### src/rtl/vector_issue_queue_pkg.sv
// Shared types for vector_issue_queue: opcodes, funct3/mop codes,
// queue entry layout and one-hot issue-unit vectors.
package vector_issue_queue_pkg;

   localparam int VIQ_UNITS = 11;

   typedef logic [VIQ_UNITS-1:0] unit_vec_t;

   typedef enum logic [6:0] {
      OPC_LOAD  = 7'b0000111,
      OPC_STORE = 7'b0100111,
      OPC_ARITH = 7'b1010111
   } opcode_e;

   typedef enum logic [2:0] {
      F3_OPIVV = 3'b000,
      F3_OPFVV = 3'b001,
      F3_OPMVV = 3'b010,
      F3_OPIVI = 3'b011,
      F3_OPIVX = 3'b100,
      F3_OPFVF = 3'b101,
      F3_OPMVX = 3'b110,
      F3_OPCFG = 3'b111
   } funct3_e;

   typedef enum logic [1:0] {
      MOP_UNIT      = 2'b00,
      MOP_IDX_UNORD = 2'b01,
      MOP_STRIDED   = 2'b10,
      MOP_IDX_ORD   = 2'b11
   } mop_e;

   localparam unit_vec_t OPIVV_vld        = 11'b000_0000_0001;
   localparam unit_vec_t OPIVI_vld        = 11'b000_0000_0001;
   localparam unit_vec_t OPIVX_vld        = 11'b000_0000_0001;
   localparam unit_vec_t OPFVV_vld        = 11'b000_0000_0010;
   localparam unit_vec_t OPFVF_vld        = 11'b000_0000_0010;
   localparam unit_vec_t OPMVV_vld        = 11'b000_0000_0100;
   localparam unit_vec_t OPMVX_vld        = 11'b000_0000_1000;
   localparam unit_vec_t OPMVV_101xxx_vld = 11'b000_0001_0000;
   localparam unit_vec_t OPMVX_101xxx_vld = 11'b000_0010_0000;
   localparam unit_vec_t OPCFG_vld        = 11'b000_0100_0000;
   localparam unit_vec_t LOAD_vld         = 11'b000_1000_0000;
   localparam unit_vec_t LOAD_IDX_vld     = 11'b001_0000_0000;
   localparam unit_vec_t STORE_vld        = 11'b010_0000_0000;
   localparam unit_vec_t STORE_IDX_vld    = 11'b100_0000_0000;

   typedef struct packed {
      logic [31:0] instr;
      logic [31:0] rs1;
      logic [31:0] rs2;
      logic [1:0]  sew;
   } viq_entry_t;

   // Arithmetic class to unit; f6_hi is funct6[5:3].
   function automatic unit_vec_t arith_vld(
      input logic [2:0] f3,
      input logic [2:0] f6_hi
   );
      unit_vec_t v;
      v = '0;
      case (f3)
         F3_OPIVV: v = OPIVV_vld;
         F3_OPIVI: v = OPIVI_vld;
         F3_OPIVX: v = OPIVX_vld;
         F3_OPFVV: v = OPFVV_vld;
         F3_OPFVF: v = OPFVF_vld;
         F3_OPMVV: v = (f6_hi == 3'b101) ? OPMVV_101xxx_vld : OPMVV_vld;
         F3_OPMVX: v = (f6_hi == 3'b101) ? OPMVX_101xxx_vld : OPMVX_vld;
         default:  v = OPCFG_vld;
      endcase
      return v;
   endfunction

endpackage

### src/rtl/viq_fifo.sv
// Circular entry store for vector_issue_queue.
// Power-of-two depth, pointers wrap naturally; no read bypass.
module viq_fifo #(
   parameter int DEPTH = 4,
   parameter int WIDTH = 8
) (
   input  logic                     clk,
   input  logic                     rst,
   input  logic                     push_i,
   input  logic                     pop_i,
   input  logic [WIDTH-1:0]         wdata_i,
   output logic [WIDTH-1:0]         rdata_o,
   output logic                     full_o,
   output logic                     empty_o,
   output logic [$clog2(DEPTH):0]   count_o
);

   localparam int AW = $clog2(DEPTH);

   logic [WIDTH-1:0] mem_q [DEPTH];
   logic [AW-1:0]    wptr_q, wptr_d;
   logic [AW-1:0]    rptr_q, rptr_d;
   logic [AW:0]      cnt_q, cnt_d;
   logic             do_push, do_pop;

   assign full_o  = (cnt_q == (AW+1)'(DEPTH));
   assign empty_o = (cnt_q == '0);
   assign count_o = cnt_q;
   assign rdata_o = mem_q[rptr_q];
   assign do_push = push_i && !full_o;
   assign do_pop  = pop_i && !empty_o;

   // Entry storage; data needs no reset
   always_ff @(posedge clk) begin
      if (do_push) mem_q[wptr_q] <= wdata_i;
   end

   // Next pointer and occupancy values
   always_comb begin
      wptr_d = wptr_q + AW'(do_push);
      rptr_d = rptr_q + AW'(do_pop);
      cnt_d  = cnt_q + (AW+1)'(do_push) - (AW+1)'(do_pop);
   end

   // Pointer and occupancy registers
   always_ff @(posedge clk) begin
      if (rst) begin
         wptr_q <= '0;
         rptr_q <= '0;
         cnt_q  <= '0;
      end else begin
         wptr_q <= wptr_d;
         rptr_q <= rptr_d;
         cnt_q  <= cnt_d;
      end
   end

endmodule

### src/rtl/vector_issue_queue.sv
// Vector instruction queue issuing to arithmetic units and the MCU.
// Macro VIQ_IDX_LD_SPLIT_EN splits unordered indexed loads in two.
module vector_issue_queue
   import vector_issue_queue_pkg::*;
#(
   parameter int DEPTH     = 4,
   parameter int NUM_UNITS = 11
) (
   input  logic                      clk,
   input  logic                      rst,
   input  logic [31:0]               vector_instr_i,
   input  logic                      vector_instr_vld_i,
   input  logic [31:0]               rs1_i,
   input  logic [31:0]               rs2_i,
   input  logic [1:0]                sew_i,
   output logic                      vector_stall_o,
   output logic [$clog2(DEPTH):0]    q_count_o,
   output logic                      illegal_o,
   output logic [NUM_UNITS-1:0]      instr_vld_o,
   input  logic [NUM_UNITS-1:0]      instr_rdy_i,
   output logic [31:0]               vector_instr_o,
   output logic [31:0]               rs1_o,
   output logic                      mcu_ld_vld_o,
   input  logic                      mcu_ld_rdy_i,
   input  logic                      mcu_ld_buffered_i,
   output logic                      mcu_st_vld_o,
   input  logic                      mcu_st_rdy_i,
   output logic [31:0]               mcu_base_addr_o,
   output logic [31:0]               mcu_stride_o,
   output logic [2:0]                mcu_data_width_o,
   output logic                      mcu_idx_ld_st_o,
   output logic                      mcu_strided_ld_st_o,
   output logic                      mcu_unit_ld_st_o
);

`ifdef VIQ_IDX_LD_SPLIT_EN
   localparam bit SplitEn = 1'b1;
`else
   localparam bit SplitEn = 1'b0;
`endif

   typedef enum logic [1:0] {
      S_ISSUE   = 2'd0,
      S_LD_WAIT = 2'd1,
      S_IDX2    = 2'd2
   } state_e;

   state_e     state_q, state_d;
   logic       buf_q, buf_d;
   logic       split_q, split_d;

   viq_entry_t wr_e, hd_e;
   logic       full, empty, push, pop;

   logic [31:0] idx2_word, cur_word;
   logic [6:0]  opc;
   logic [1:0]  mop;
   logic        is_ar, is_st, is_ldu, is_ldi;
   logic        split_take, acc;

   logic [NUM_UNITS-1:0] vld_sel;
   logic                 ld_vld, st_vld, illegal;

   assign wr_e = '{instr: vector_instr_i, rs1: rs1_i,
                   rs2: rs2_i, sew: sew_i};
   assign push = vector_instr_vld_i && !full;

   viq_fifo #(
      .DEPTH (DEPTH),
      .WIDTH ($bits(viq_entry_t))
   ) u_fifo (
      .clk     (clk),
      .rst     (rst),
      .push_i  (push),
      .pop_i   (pop),
      .wdata_i (wr_e),
      .rdata_o (hd_e),
      .full_o  (full),
      .empty_o (empty),
      .count_o (q_count_o)
   );

   assign vector_stall_o = full;

   // Second half of a split indexed load runs as a unit load
   assign idx2_word = {hd_e.instr[31:28], 2'b00,
                       hd_e.instr[25:15], 1'b0, hd_e.sew,
                       hd_e.instr[11:0]};
   assign cur_word = (state_q == S_IDX2 || split_q)
                   ? idx2_word : hd_e.instr;

   assign opc    = cur_word[6:0];
   assign mop    = cur_word[27:26];
   assign is_ar  = (opc == OPC_ARITH);
   assign is_st  = (opc == OPC_STORE);
   assign is_ldu = (opc == OPC_LOAD) && !mop[0];
   assign is_ldi = (opc == OPC_LOAD) && mop[0];

   assign split_take = SplitEn && is_ldi && (mop == MOP_IDX_UNORD);
   assign acc        = |(vld_sel & instr_rdy_i);

   // State and buffered-data flag registers
   always_ff @(posedge clk) begin
      if (rst) begin
         state_q <= S_ISSUE;
         buf_q   <= 1'b0;
         split_q <= 1'b0;
      end else begin
         state_q <= state_d;
         buf_q   <= buf_d;
         split_q <= split_d;
      end
   end

   // Next state from MCU handshake and unit acceptance
   always_comb begin
      state_d = state_q;
      buf_d   = buf_q;
      split_d = split_q;
      unique case (state_q)
         S_LD_WAIT: begin
            if (mcu_ld_buffered_i) buf_d = 1'b1;
            if (acc) begin
               state_d = S_ISSUE;
               buf_d   = 1'b0;
               split_d = 1'b0;
            end
         end
         default: begin
            if (ld_vld && mcu_ld_rdy_i) begin
               state_d = S_LD_WAIT;
               buf_d   = mcu_ld_buffered_i;
               split_d = (state_q == S_IDX2);
            end else if (acc && split_take) begin
               state_d = S_IDX2;
            end
         end
      endcase
   end

   // Issue valids, MCU request valids and illegal pulse
   always_comb begin
      vld_sel = '0;
      ld_vld  = 1'b0;
      st_vld  = 1'b0;
      illegal = 1'b0;
      if (!empty) begin
         unique case (state_q)
            S_LD_WAIT: begin
               if (buf_q || mcu_ld_buffered_i)
                  vld_sel = NUM_UNITS'(LOAD_vld);
            end
            default: begin
               unique case (1'b1)
                  is_ar: begin
                     vld_sel = NUM_UNITS'(arith_vld(
                        cur_word[14:12], cur_word[31:29]));
                  end
                  is_st: begin
                     st_vld = (mop != MOP_IDX_UNORD);
                     if (mcu_st_rdy_i)
                        vld_sel = mop[0]
                                ? NUM_UNITS'(STORE_IDX_vld)
                                : NUM_UNITS'(STORE_vld);
                  end
                  is_ldu: ld_vld = 1'b1;
                  is_ldi: vld_sel = NUM_UNITS'(LOAD_IDX_vld);
                  default: illegal = 1'b1;
               endcase
            end
         endcase
      end
   end

   // Head retirement
   always_comb begin
      pop = 1'b0;
      if (!empty) begin
         if (state_q == S_LD_WAIT) pop = acc;
         else pop = illegal || (acc && !split_take);
      end
   end

   assign instr_vld_o  = vld_sel;
   assign mcu_ld_vld_o = ld_vld;
   assign mcu_st_vld_o = st_vld;
   assign illegal_o    = illegal;

   assign vector_instr_o   = empty ? '0 : cur_word;
   assign rs1_o            = empty ? '0 : hd_e.rs1;
   assign mcu_base_addr_o  = rs1_o;
   assign mcu_stride_o     = empty ? '0 : hd_e.rs2;
   assign mcu_data_width_o = vector_instr_o[14:12];

   assign mcu_idx_ld_st_o = !empty && (is_st || is_ldu || is_ldi)
                          && mop[0];
   assign mcu_strided_ld_st_o = !empty && (is_st || is_ldu || is_ldi)
                              && (mop == MOP_STRIDED);
   assign mcu_unit_ld_st_o = !empty && (is_st || is_ldu || is_ldi)
                           && (mop == MOP_UNIT);

endmodule

### config.mk
export PLATFORM = sky130hd
export DESIGN_NAME = vector_issue_queue
export DESIGN_NICKNAME = d
export VERILOG_FILES = /design/src/rtl/vector_issue_queue_pkg.sv /design/src/rtl/viq_fifo.sv /design/src/rtl/vector_issue_queue.sv
export SDC_FILE = /design/constraint.sdc
export NUM_CORES = 1
export LEC_CHECK = 0
export BUFFER_PORTS_ARGS = -buffer_cell sky130_fd_sc_hd__buf_2
export CAP_MARGIN = 25
export CORE_MARGIN = 4
export CORE_UTILIZATION = 56
export CTS_CLUSTER_SIZE = 16
export DETAILED_ROUTE_END_ITERATION = 16
export GPL_ROUTABILITY_DRIVEN = 0
export PLACE_DENSITY_LB_ADDON = 0.15
export SLEW_MARGIN = 20
export SYNTH_ARGS = -nofsm -noshare
export SYNTH_HDL_FRONTEND = slang
export SYNTH_HIERARCHICAL = 1
export SYNTH_SLANG_ARGS = --single-unit
### constraint.sdc
create_clock -name clk -period 11.1 [get_ports clk]
set_input_delay 0 -clock clk [delete_from_list [all_inputs] [get_ports clk]]
set_output_delay 0 -clock clk [all_outputs]
set_load 0.01 [all_outputs]
### After elaboration in Yosys (flattened, before gate mapping)

Memory sizes are Yosys's and may differ from the RTL's. A register that Yosys moved wholly into a read port is not among the register bits.
Index checks and enable logic that the tools add are counted.

| cells by class | value |
|---|---|
| add/subtract/negate cells | 4 |
| eq/ne operators | 17 |
| multiplexer cells | 37 |
| bitwise operators | 1 |
| reductions and logical operators | 28 |

Operator list:

| kind | number |
|---|---|
| 32-bit 2-to-1 mux | 3 |
| 11-bit 2-to-1 mux | 4 |
| 11-bit one-hot mux with 3 select lines | 1 |
| 28-bit 2-to-1 mux | 1 |
| 7-bit one-hot mux with 4 select lines | 1 |
| 1-bit 2-to-1 mux | 20 |
| 3-bit == test, second input constant | 5 |
| 11-bit bitwise AND | 1 |
| 11-bit OR reduction | 1 |
| 1-bit logical AND | 10 |
| 2-bit 2-to-1 mux | 4 |
| 8-bit 2-to-1 mux | 1 |
| 7-bit by 3-bit == test with 1-bit output, second input constant | 1 |
| 7-bit by 6-bit == test with 1-bit output, second input constant | 1 |
| 7-bit == test, second input constant | 1 |
| 3-bit by 2-bit == test with 1-bit output, second input constant | 2 |
| 3-bit logical NOT | 2 |
| 6-bit 2-to-1 mux | 1 |
| 1-bit logical OR | 5 |
| 5-bit 2-to-1 mux | 1 |
| 2-bit by 1-bit adder with 2-bit output | 2 |
| 2-bit == test, second input constant | 2 |
| 2-bit AND reduction | 2 |
| 4-bit OR reduction | 1 |
| other kinds (12) | 14 |

| storage, ports and cells | value |
|---|---|
| register bits after elaboration | 11 |
| bits in writable memories | 392 |
| bits of input ports | 115 |
| memories kept | 1 |

Memories:

| memory | words | width | rd ports | clocked after memory_dff | write ports | RTL line | text |
|---|---|---|---|---|---|---|---|
| u_fifo.mem_q | 4 | 98 | 1 | 1 | 1 | viq_fifo.sv:20 | `logic [WIDTH-1:0] mem_q [DEPTH];` |

### Depth between registers and ports, before layout

Gate-level depths: netlist of run 1.

| depth | value |
|---|---|
| depth in word-level cells | 17 |
| depth in mapped cells | 15 |

### Cells and area by module

The synthesis of run 1 kept the hierarchy.

By module, submodules not included:

| module | times used | cells an instance | area an instance (µm²) | seq. area each (µm²) |
|---|---|---|---|---|
| viq_fifo | 1 | 547 | 14,606.5 | 11,911.4 |
| vector_issue_queue | 1 | 212 | 1,396.3 | 40.0 |

### Worst setup path after synthesis of run 1

No wires, ideal clock.

| path | value |
|---|---|
| path kind | register -> register |
| from | register u_fifo.cnt_q[1] (netlist: u_fifo/count_o[1]) |
| to | memory u_fifo/mem_q[1][0] (netlist bit), enable pin |
| library setup time | 0.695 ns |
| arrival | 8.005 ns |
| data required time | 10.405 ns |
| path slack | 2.400 ns |
| stages on the path, launching flop included | 5 |
| buffers on the path | 0 |
| cells stage by stage | dfxtp_1 -> nor3b_2 -> nor2b_1 -> nand2b_2 -> nor3b_1 |

| between the ends | value |
|---|---|
| word-level cells in the longest chain between the ends | 6 |

Ends and longest elaborated chain:

| item | RTL line | text |
|---|---|---|
| start: declaration | viq_fifo.sv:23 | `logic [AW:0] cnt_q, cnt_d;` |
| start signal: assignment | viq_fifo.sv:54 | `cnt_q <= cnt_d;` |
| 3-bit == test | viq_fifo.sv:26 | `assign full_o = (cnt_q == (AW+1)'(DEPTH));` |
| net vector_stall_o | vector_issue_queue.sv:16 | `output logic vector_stall_o,` |
| 1-bit logical NOT | vector_issue_queue.sv:66 | `assign push = vector_instr_vld_i && !full;` |
| 1-bit logical AND | vector_issue_queue.sv:66 |  |
| net push | vector_issue_queue.sv:53 | `logic full, empty, push, pop;` |
| 1-bit logical AND | viq_fifo.sv:30 | `assign do_push = push_i && !full_o;` |
| 1-bit 2-to-1 mux | viq_fifo.sv:35 | `if (do_push) mem_q[wptr_q] <= wdata_i;` |
| 1-bit 2-to-1 mux (not written as such) | viq_fifo.sv:35 |  |
| end: declaration | viq_fifo.sv:20 |  |

The timed path passes the listed nets, and every way through them passes these cells.

==> flow_metrics.tcl, run 1 <==
set metrics [dict create \
    worst_path_largest_cell_delay_ns 0.87 \
    setup.worst_path.end_class "flop" \
    cts_hold_buf 101 \
    largest_net_degree_at_the_start_of_global_routing 72 \
    detail_route.iter0.violations 547 \
    timing.setup.tns_ns 0 \
    die_h_um 175.5 \
    preCtsSetupSlack_ns 6.477 \
    worst_path_dominant_cell_family "buffers and inverters" \
    data_required_time_at_the_worst_endpoint_ns 11.50 \
    worst_slew_pin_slew_ns 1.033 \
    initial_core_util_pct 56.73 \
    insertion_delay_ns 0.51 \
    place.detailed.hpwl_um 19320 \
    synthesis.area_per_instance_sq_um 20.98 \
    crit_path_cell_trace "buf_4, mux4_2, and4b_1, nand3_2, o31a_1, o2111ai_1, o31ai_2, xnor2_1, ha_1, fa_1, xnor2_1, xnor2_1, nor2_1" \
    setup.worst_path.class "reg2reg" \
    period_share_pct 41.04 \
    count_of_yosys_warnings_during_synthesis 6 \
    finalMaxSlewViolations 0 \
    crit_path_start_kind "flop" \
    drt_pre_antenna_iters 4 \
    cts_repair_resize_count 0 \
    nFillCells 1756 \
    period_needed_ns 4.556 \
    cts_setup_buffers 0 \
    die_area_sq_um 30810 \
    cts.reportedPaths.clkPinSlew_ns 0.06 \
    setup_viol 0 \
    grt-ovfl-total 0 \
    cpMaxStageDelayCell "sky130_fd_sc_hd__buf_4" \
    max-vdd-ir-drop_v 0.0002299 \
    route.detailed.wl_per_inst_um 21.22 \
    syn2layout_area_growth_pct 22.93 \
    power.static_leakage_uw 0.006865 \
    grt_antenna_before_repair 3 \
    grt_pass1_vias 8636 \
    cp.arrival_ns 4.95 \
    ios 267 \
    detail_route.drc_violations 0 \
    tritoncts_sinks 393 \
    synthesis.area_sq_um 15720 \
    maxCapViolCount 0 \
    setup_slack_ns 6.544 \
    synthesis.instances 749 \
    route.antenna.remaining_nets 0 \
    drt-vias-per-instance 5.405 \
    timing.max_slew.rel_slack_pct 31.14 \
    h-tree-depth 2 \
    critical_path.n_buffers_inverters 1 \
    area.sequential_sq_um 11720 \
    ctsLongestPathBuffers 3 \
    drive_gt1_share_pct 39.59 \
    net_count_after_synthesis 867 \
    floorplan.core_area_sq_um 27710 \
    layout.nets 1218 \
    worstHoldPathType "in2reg" \
    routed_wirelength_um 32020 \
    final.setup_skew_ns 0.008360 \
    run_status "finished, final reports clean" \
    rsz0062_at_grt "false" \
    critical_path.most_common_cell "sky130_fd_sc_hd__xnor2_1" \
    clock_tree_from_tritoncts "done" \
    timing_hold_violations_final 0 \
    gr-usage-all-layers_pct 20.98 \
    power_per_cell_area_nw_per_um2 240.3 \
    root_buffer "sky130_fd_sc_hd__clkbuf_16" \
    cts-buffers-inserted 40 \
    maxClockFrequency_ghz 0.2195 \
    numPortBuffers 264 \
    multi_input_comb_area_sq_um 3417 \
    grt_pass1_wl_um 49420 \
    critical_path.max_fanout 69 \
    site_rows 61 \
    detailroute.via_count 8156 \
    fp.dieW_um 175.5 \
]
[stage by stage]
stage | hold WS (ns) | cells | utilization, % | area, sq um | power, uW
2_1_floorplan | 0.06907 | 749 | - | 15720 | 3072
3_3_place_gp | 0.2137 | 1335 | 61.58 | 17060 | 3394
3_5_place_dp | 0.2155 | 1335 | 61.58 | 17060 | 3410
4_1_cts | 0.1423 | 1507 | 69.72 | 19320 | 4711
5_1_grt | 0.2319 | 1509 | 69.74 | 19320 | 4890
6_report | 0.1506 | 1509 | 69.74 | 19320 | 4643
[worst reg2reg max path, delay by kind of cell (launching register included)]
kind                     cells  cell delay, ns
buffers and inverters        1            0.90
AND/OR/NAND/NOR              3            0.70
AO/OA/AOI/OAI                3            0.67
flip-flops                   1            0.62
adder cells (fa/ha/maj)      2            0.61
XOR/XNOR                     3            0.48
multiplexers                 1            0.47
[path summary, 6_finish.rpt]
| kind | from | end | slack (ns) | depth (start not counted) |
|---|---|---|---|---|
| max | u_fifo/rptr_q[1] | u_fifo/count_o[2] | 6.54 | 13 |
| min | instr_rdy_i[6] | u_fifo/rptr_q[1] | 0.15 | 6 |
| min reg2reg | u_fifo/wptr_q[1] | u_fifo/wptr_q[1] | 0.59 | 2 |
| max reg2reg | u_fifo/rptr_q[1] | u_fifo/count_o[2] | 6.54 | 13 |
[flip-flops by register name, indices dropped and copies added (netlist names)]
signal,cells
state_q,1
u_fifo/rptr_q,2
buf_q,1
u_fifo/count_o,3
u_fifo/wptr_q,2
u_fifo/mem_q,384
[power breakdown]
part | internal, uW | total, uW | leakage [uW] | switching (uW)
clock | 752 | 1270 | 0.000601 | 515
sequential | 1850 | 1930 | 0.00358 | 81.8
combinational | 662 | 1450 | 0.00268 | 787
[area by class of cell]
type / count / share of cell area (%)
tap: 378 / 2.448
antenna: 2 / 0.02590
timing repair buffer: 380 / 12.65
multi-input combinational: 280 / 17.68
clock inverter: 19 / 0.8677
clock buffer: 52 / 5.575
sequential: 393 / 60.65
inverter: 5 / 0.09713
[layout by cell type (no fill, tap or decap), types with 2 or more instances in the layout]
master,n
sky130_fd_sc_hd__dlygate4sd3_1,101
sky130_fd_sc_hd__nor2b_1,98
sky130_fd_sc_hd__buf_4,15
sky130_fd_sc_hd__edfxtp_1,384
sky130_fd_sc_hd__nor3_2,2
sky130_fd_sc_hd__dfxtp_4,2
sky130_fd_sc_hd__buf_2,264
sky130_fd_sc_hd__mux4_2,97
sky130_fd_sc_hd__ha_1,2
sky130_fd_sc_hd__dfxtp_1,7
sky130_fd_sc_hd__bufinv_16,3
sky130_fd_sc_hd__clkbuf_16,41
sky130_fd_sc_hd__nand2b_1,2
sky130_fd_sc_hd__xnor2_1,4
sky130_fd_sc_hd__diode_2,2
sky130_fd_sc_hd__nor3b_1,4
sky130_fd_sc_hd__nor2_1,16
sky130_fd_sc_hd__nand2_1,8
sky130_fd_sc_hd__clkinvlp_4,2
sky130_fd_sc_hd__nor3_1,4
sky130_fd_sc_hd__inv_1,4
sky130_fd_sc_hd__nand4_1,3
sky130_fd_sc_hd__clkinv_2,4
sky130_fd_sc_hd__and3_1,4
sky130_fd_sc_hd__a21oi_1,2
sky130_fd_sc_hd__xor2_1,2
sky130_fd_sc_hd__nor3b_2,3
sky130_fd_sc_hd__and4b_1,2
sky130_fd_sc_hd__clkbuf_1,10
sky130_fd_sc_hd__clkinv_1,9
[routing by layer]
layer | part of all wire [%] | global-route usage (%) | up-vias | routed length [um]
met1 | 40 | 28.04 | 4135 | 12680
li1 | - | - | 3679 | -
met2 | 52 | 36.39 | 291 | 16560
met4 | 1.8 | 4.841 | 2 | 571
met5 | 0.025 | 0.4808 | - | 8
met3 | 6.9 | 4.090 | 49 | 2202
No activity file was read; power rests on OpenSTA's default activity.
==> run 2: changes to the inputs <==
==> constraint.sdc (replaced) <==
create_clock -name clk -period 4.63 [get_ports clk]
set_input_delay 0 -clock clk [delete_from_list [all_inputs] [get_ports clk]]
set_output_delay 0 -clock clk [all_outputs]
set_load 0.01 [all_outputs]
==> run 2 against run 1 <==
Global-route usage is 0.52 points higher. Critical endpoint unchanged. First-iteration DRC count is 3.5% lower. Die area stayed put. Clock skew is 0.0019 ns higher. Sequential power is 140% higher. Clock-buffer cell count is 2 lower. Power is 140% higher. Sequential cell count stayed put. Largest power group unchanged. Critical path type unchanged. Cell count is 0.27% higher.
==> flow_metrics.tcl, run 2 (synthesis gave the netlist of run 1 again) <==
set metrics [dict create \
    run_status "finished, final reports clean" \
    layout_common_cells "sky130_fd_sc_hd__edfxtp_1, sky130_fd_sc_hd__buf_2, sky130_fd_sc_hd__dlygate4sd3_1, sky130_fd_sc_hd__nor2b_1, sky130_fd_sc_hd__mux4_2" \
    maxClockFrequency_ghz 0.2620 \
    cts_setup_buffers 0 \
    setup_viol 0 \
    clock_tree_from_tritoncts "done" \
    tritoncts_sinks 393 \
    maxCapViolCount 0 \
    grt-ovfl-total 0 \
    r2r-start "u_fifo/rptr_q[0]" \
    cts.reportedPaths.clkPinSlew_ns 0.06 \
    timing.setup.tns_ns 0 \
    layout.nets 1224 \
    data_required_time_at_the_worst_endpoint_ns 5.03 \
    ios 267 \
    placed_insts 1340 \
    power_per_cell_area_nw_per_um2 572.8 \
    finalNonFillerCells 1513 \
    detail_route.drc_violations 0 \
    power.share.combinational_pct 31.8 \
    period_share_pct 82.45 \
    final.setup_skew_ns 0.01024 \
    rsz0062_at_grt "false" \
    die_area_sq_um 30810 \
    finalMaxSlewViolations 0 \
    hold_depth 6 \
    fp.dieW_um 175.5 \
    worstHoldPathType "in2reg" \
    cts-buffers-inserted 40 \
    max-vdd-ir-drop_v 0.0004123 \
    drive_gt1_share_pct 39.77 \
    routed_wirelength_um 32750 \
    report.power.total_uw 11110 \
    worst_slew_pin_slew_ns 0.8913 \
    period_needed_ns 3.817 \
    power.switching_uw 3324 \
    cts_repair_resize_count 0 \
    largest_register_ffs 384 \
    gr-usage-all-layers_pct 21.50 \
    internal_power_uw 7782 \
    most_common_cell_after_layout_fill_and_taps_aside "sky130_fd_sc_hd__edfxtp_1" \
    detail_route.iter0.violations 528 \
    worst_r2r_endpoint "u_fifo/count_o[2]" \
    numPortBuffers 264 \
    r2r.worst_path.cells 13 \
    critical_path.max_fanout 26 \
    power.static_leakage_uw 0.006897 \
    hold-path-endpoint "u_fifo/rptr_q[1]" \
    die_h_um 175.5 \
    setup.worst_path.end_class "flop" \
    drt-vias-per-instance 5.390 \
    p_sw_share_pct 29.93 \
    largest_net_degree_at_the_start_of_global_routing 73 \
    floorplan.core_area_sq_um 27710 \
    cts_hold_buf 101 \
    power.sequential.fraction_pct 41.6 \
    detailroute.via_count 8155 \
    initial_core_util_pct 56.73 \
    drt_pre_antenna_iters 5 \
    grt_pass1_wl_um 50470 \
    h-tree-depth 2 \
    root_buffer "sky130_fd_sc_hd__clkbuf_16" \
    route.detailed.wl_per_inst_um 21.65 \
    ctsLongestPathBuffers 3 \
    cp.arrival_ns 4.22 \
    timing_hold_violations_final 0 \
    route.antenna.remaining_nets 0 \
    registers.top_by_ff_count "u_fifo/mem_q" \
    grt_antenna_before_repair 1 \
    hp-start "instr_rdy_i[6]" \
    place.detailed.hpwl_um 20310 \
    timing.max_slew.rel_slack_pct 40.58 \
    site_rows 61 \
    reg2reg_setup_slack_ns 0.81 \
    crit_path_start_kind "flop" \
    syn2layout_area_growth_pct 23.35 \
    insertion_delay_ns 0.52 \
    setup.worst_path.class "reg2reg" \
    grt_pass1_vias 8789 \
    clock_power_share_pct 26.6 \
]
[run 2: changes by cell type in the layout (fill, tap and decap cells not counted), moves of 2 or more]
cell / before / now
sky130_fd_sc_hd__inv_6: 0 / 3
sky130_fd_sc_hd__clkinvlp_4: 2 / 0
sky130_fd_sc_hd__nor3b_2: 3 / 1
sky130_fd_sc_hd__nor3b_4: 0 / 2
sky130_fd_sc_hd__clkinv_1: 9 / 11
sky130_fd_sc_hd__buf_12: 0 / 3
sky130_fd_sc_hd__buf_4: 15 / 18
[run 2: worst max-delay path: stages, from the launching register on]
cell and delay (ns):
sky130_fd_sc_hd__dfxtp_4 0.67, sky130_fd_sc_hd__buf_4 0.34, sky130_fd_sc_hd__mux4_2 0.62, sky130_fd_sc_hd__mux2i_1 0.15
sky130_fd_sc_hd__o32ai_1 0.20, sky130_fd_sc_hd__a211oi_2 0.13, sky130_fd_sc_hd__o2111ai_1 0.29, sky130_fd_sc_hd__o31ai_2 0.16
sky130_fd_sc_hd__xnor2_1 0.15, sky130_fd_sc_hd__ha_1 0.21, sky130_fd_sc_hd__fa_1 0.40, sky130_fd_sc_hd__xnor2_1 0.17
sky130_fd_sc_hd__xnor2_1 0.14, sky130_fd_sc_hd__nor2_1 0.05
[run 2: worst max path at each step]
| stage | start | to | slack [ns] | depth (start not counted) |
|---|---|---|---|---|
| after global placement | u_fifo/rptr_q[0] | u_fifo/count_o[2] | 0.80 | 13 |
| after detailed placement | u_fifo/rptr_q[0] | u_fifo/count_o[2] | 0.80 | 13 |
| after global routing | u_fifo/rptr_q[0] | u_fifo/count_o[2] | 0.50 | 13 |
| after floorplan | u_fifo/count_o[1] | u_fifo/mem_q[1][10] | 0.77 | 4 |
| final | u_fifo/rptr_q[0] | u_fifo/count_o[2] | 0.81 | 13 |
| after CTS | u_fifo/rptr_q[0] | u_fifo/count_o[2] | 0.76 | 13 |
[run 2: power groups by stage]
stage          registers, uW  logic, uW  clock network [uW]
2_1_floorplan           4600       2700                   0
3_3_place_gp            4670       3500                   0
3_5_place_dp            4700       3520                   0
4_1_cts                 4630       3610                3020
5_1_grt                 4660       3840                3210
6_report                4620       3540                2950
[run 2: final cells by class]
class                   count  area, sq um
flip-flops and latches    393        11720
repair buffers            386         2527
diodes                      1        2.502
clock inverters            20        151.4
clock buffers              50         1060
inverters                   5        18.77
multi-input cells         280         3436
well taps                 378        473.0
fillers                  1805         8318
[run 2: per-stage QoR]
stage                     hold slack [ns]  util (%)  cell area [sq um]  worst slack [ns]
after detailed placement           0.2173     61.88              17140            0.7981
after CTS                          0.1077     69.90              19360            0.7589
after global placement             0.2139     61.88              17140            0.7983
final                              0.1140     69.98              19390            0.8125
after floorplan                   0.06907         -              15750            0.7691
after global routing               0.1590     69.98              19390            0.4954
[run 2: metal layers]
| metal | vias to the layer above | wire [um] | track usage [%] |
|---|---|---|---|
| met3 | 44 | 2604 | 5.876 |
| met1 | 4106 | 13020 | 28.11 |
| met2 | 302 | 16470 | 36.57 |
| met4 | 0 | 649 | 5.296 |
| li1 | 3703 | - | - |
| met5 | - | 0 | 0 |
==> run 3: changes to the inputs <==
--- a/config.mk
+++ b/config.mk
@@ -8,7 +8,7 @@
 export BUFFER_PORTS_ARGS = -buffer_cell sky130_fd_sc_hd__buf_2
 export CAP_MARGIN = 25
 export CORE_MARGIN = 4
-export CORE_UTILIZATION = 56
+export CORE_UTILIZATION = 51
 export CTS_CLUSTER_SIZE = 16
 export DETAILED_ROUTE_END_ITERATION = 16
 export GPL_ROUTABILITY_DRIVEN = 0
==> constraint.sdc (replaced) <==
create_clock -name clk -period 3.25 [get_ports clk]
set_input_delay 0 -clock clk [delete_from_list [all_inputs] [get_ports clk]]
set_output_delay 0 -clock clk [all_outputs]
set_load 0.01 [all_outputs]
==> run 3 against run 2 <==
Register-to-register slack worse by 0.73 ns. Power up 49%. Utilization is 5.0 points lower. Sequential cell count is the same. Worst setup slack lost 0.73 ns. Combinational power grew 53%. Clock power increased by 56%. Maximum frequency rose by 20%. Non-clock buffer count increased by 24. Global-route usage fell by 1.7 points. Wire length rose by 1.7%. Largest cell class unchanged. Largest power group unchanged.
==> flow_metrics.tcl, run 3 (synthesis gave the netlist of run 1 again) <==
set metrics [dict create \
    run_status "finished, final reports clean" \
    fp.dieW_um 183.6 \
    layout_common_cells "sky130_fd_sc_hd__edfxtp_1, sky130_fd_sc_hd__buf_2, sky130_fd_sc_hd__dlygate4sd3_1, sky130_fd_sc_hd__nor2b_1, sky130_fd_sc_hd__mux4_2" \
    r2r-start "u_fifo/rptr_q[0]" \
    clock_power_share_pct 27.9 \
    power.static_leakage_uw 0.007117 \
    hp-start "instr_rdy_i[6]" \
    clock_tree_from_tritoncts "done" \
    drive_gt1_share_pct 42.39 \
    tritoncts_sinks 393 \
    cp.arrival_ns 3.58 \
    max-vdd-ir-drop_v 0.0005030 \
    cts-buffers-inserted 42 \
    rsz0062_at_grt "true" \
    worst_r2r_endpoint "u_fifo/count_o[2]" \
    hold-path-endpoint "u_fifo/rptr_q[1]" \
    hold_depth 6 \
    gr-usage-all-layers_pct 19.82 \
    worstHoldPathType "in2reg" \
    routedLengthMet1_um 14030 \
    ios 267 \
    met3WireLength_um 2605 \
    finalMaxSlewViolations 0 \
    worst_slew_pin_slew_ns 0.6615 \
    route.detailed.wl_per_inst_um 21.37 \
    met2_wirelength_um 16040 \
    setup_viol 0 \
    maxCapViolCount 0 \
    drt_pre_antenna_iters 4 \
    setup_slack_ns 0.07977 \
    r2r.worst_path.cells 14 \
    power_per_cell_area_nw_per_um2 832.1 \
    timing_hold_violations_final 0 \
    timing.setup.tns_ns 0 \
    insertion_delay_ns 0.52 \
    site_rows 64 \
    grt_antenna_before_repair 5 \
    maxUsedRoutingLayer "met5" \
    setup.worst_path.end_class "flop" \
    die_area_sq_um 33690 \
    route.antenna.remaining_nets 0 \
    routed_wirelength_um 33310 \
    largest_net_degree_at_the_start_of_global_routing 57 \
    reg2reg_setup_slack_ns 0.08 \
    detailroute.via_count 8265 \
    maxClockFrequency_ghz 0.3154 \
    initial_core_util_pct 51.52 \
    detail_route.iter0.violations 553 \
    grt_pass1_vias 8681 \
    power.sequential.fraction_pct 39.3 \
    data_required_time_at_the_worst_endpoint_ns 3.66 \
    floorplan.core_area_sq_um 30510 \
    internal_power_uw 11620 \
    timing.max_slew.rel_slack_pct 55.90 \
    power.switching_uw 4875 \
    most_common_cell_after_layout_fill_and_taps_aside "sky130_fd_sc_hd__edfxtp_1" \
    period_needed_ns 3.170 \
    numPortBuffers 264 \
    largest_register_ffs 384 \
    power.share.combinational_pct 32.8 \
    cts.reportedPaths.clkPinSlew_ns 0.06 \
    period_share_pct 97.55 \
    ctsLongestPathBuffers 3 \
    die_h_um 183.6 \
    preCtsSetupSlack_ns -0.06455 \
    final.setup_skew_ns 0.008767 \
    setup.worst_path.class "reg2reg" \
    antenna_cells_inserted 0 \
    p_sw_share_pct 29.55 \
    place.detailed.hpwl_um 21150 \
    grt_pass1_wl_um 51030 \
    layout.nets 1250 \
    root_buffer "sky130_fd_sc_hd__clkbuf_16" \
    h-tree-depth 2 \
    registers.top_by_ff_count "u_fifo/mem_q" \
    syn2layout_area_growth_pct 26.13 \
    crit_path_start_kind "flop" \
    drt-vias-per-instance 5.301 \
    grt-ovfl-total 0 \
    detail_route.drc_violations 0 \
    critical_path.max_fanout 7 \
]
-- run 3: changes by cell type in the layout (fill, tap and decap cells not counted), sizes merged --
| cell | before | now |
|---|---|---|
| diode | 1 | 0 |
| inv | 8 | 5 |
| bufinv | 2 | 3 |
| clkbuf | 50 | 55 |
| clkinvlp | 0 | 2 |
| buf | 285 | 309 |
-- run 3: repair_timing --
item                                    4_1_cts  5_1_grt
pin swaps                                     2        3
endpoints found under the setup margin        1        1
buffers inserted                              2        0
gates resized for setup                       3        2
hold endpoints to repair                    393        0
hold buffers                                101        0
-- run 3: stage by stage --
step	instance area [sq um]	total power [uW]	hold slack [ns]	cells	util, %
after global placement	17410	11910	0.2149	1381	57.08
after global routing	19820	17370	0.2239	1559	64.98
after floorplan	15790	10450	0.06420	749	-
after CTS	19810	16720	0.1296	1559	64.93
final	19820	16500	0.1573	1559	64.98
after detailed placement	17410	11950	0.2154	1381	57.08
-- run 3: worst max-delay path: stages, from the launching register on --
cell and delay, ns:
sky130_fd_sc_hd__dfxtp_4 0.39, sky130_fd_sc_hd__buf_12 0.13, sky130_fd_sc_hd__mux4_2 0.49, sky130_fd_sc_hd__and4b_1 0.30, sky130_fd_sc_hd__buf_6 0.13, sky130_fd_sc_hd__and2_4 0.15
sky130_fd_sc_hd__a211oi_2 0.06, sky130_fd_sc_hd__o2111ai_2 0.28, sky130_fd_sc_hd__o31ai_4 0.12, sky130_fd_sc_hd__xnor2_1 0.14, sky130_fd_sc_hd__ha_2 0.18, sky130_fd_sc_hd__fa_2 0.35
sky130_fd_sc_hd__xnor2_2 0.14, sky130_fd_sc_hd__xnor2_1 0.13, sky130_fd_sc_hd__nor2_1 0.05
-- run 3: power groups by stage --
stage	logic, uW	registers (uW)	clock network [uW]
6_report	5410	6480	4610
5_1_grt	5900	6520	4950
4_1_cts	5530	6480	4710
3_5_place_dp	5370	6590	0
3_3_place_gp	5350	6560	0
2_1_floorplan	3880	6570	0
-- run 3: cell type report --
| class | instances | area [sq um] |
|---|---|---|
| repair buffers | 410 | 2749 |
| well taps | 396 | 495.5 |
| multi-input cells | 280 | 3485 |
| fillers | 2119 | 10690 |
| inverters | 5 | 18.77 |
| flip-flops and latches | 393 | 11720 |
| clock inverters | 20 | 170.2 |
| clock buffers | 55 | 1184 |
-- run 3: worst max path at each step --
stage | startpoint | endpoint | slack (ns) | depth (start not counted)
global placement | u_fifo/rptr_q[0] | u_fifo/count_o[2] | -0.03 | 14
global route | u_fifo/rptr_q[0] | u_fifo/count_o[2] | -0.06 | 14
finish | u_fifo/rptr_q[0] | u_fifo/count_o[2] | 0.08 | 14
floorplan | u_fifo/count_o[2] | u_fifo/mem_q[2][10] | -0.51 | 4
detailed placement | u_fifo/rptr_q[0] | u_fifo/count_o[2] | -0.06 | 14
CTS | u_fifo/rptr_q[0] | u_fifo/count_o[2] | 0.03 | 14
-- run 3: routing by layer --
layer  GRT usage [%]  vias to the layer above
met5               0                        -
met4           4.410                       10
met3           5.540                       52
met2           31.84                      278
met1           27.66                     4188
li1                -                     3737
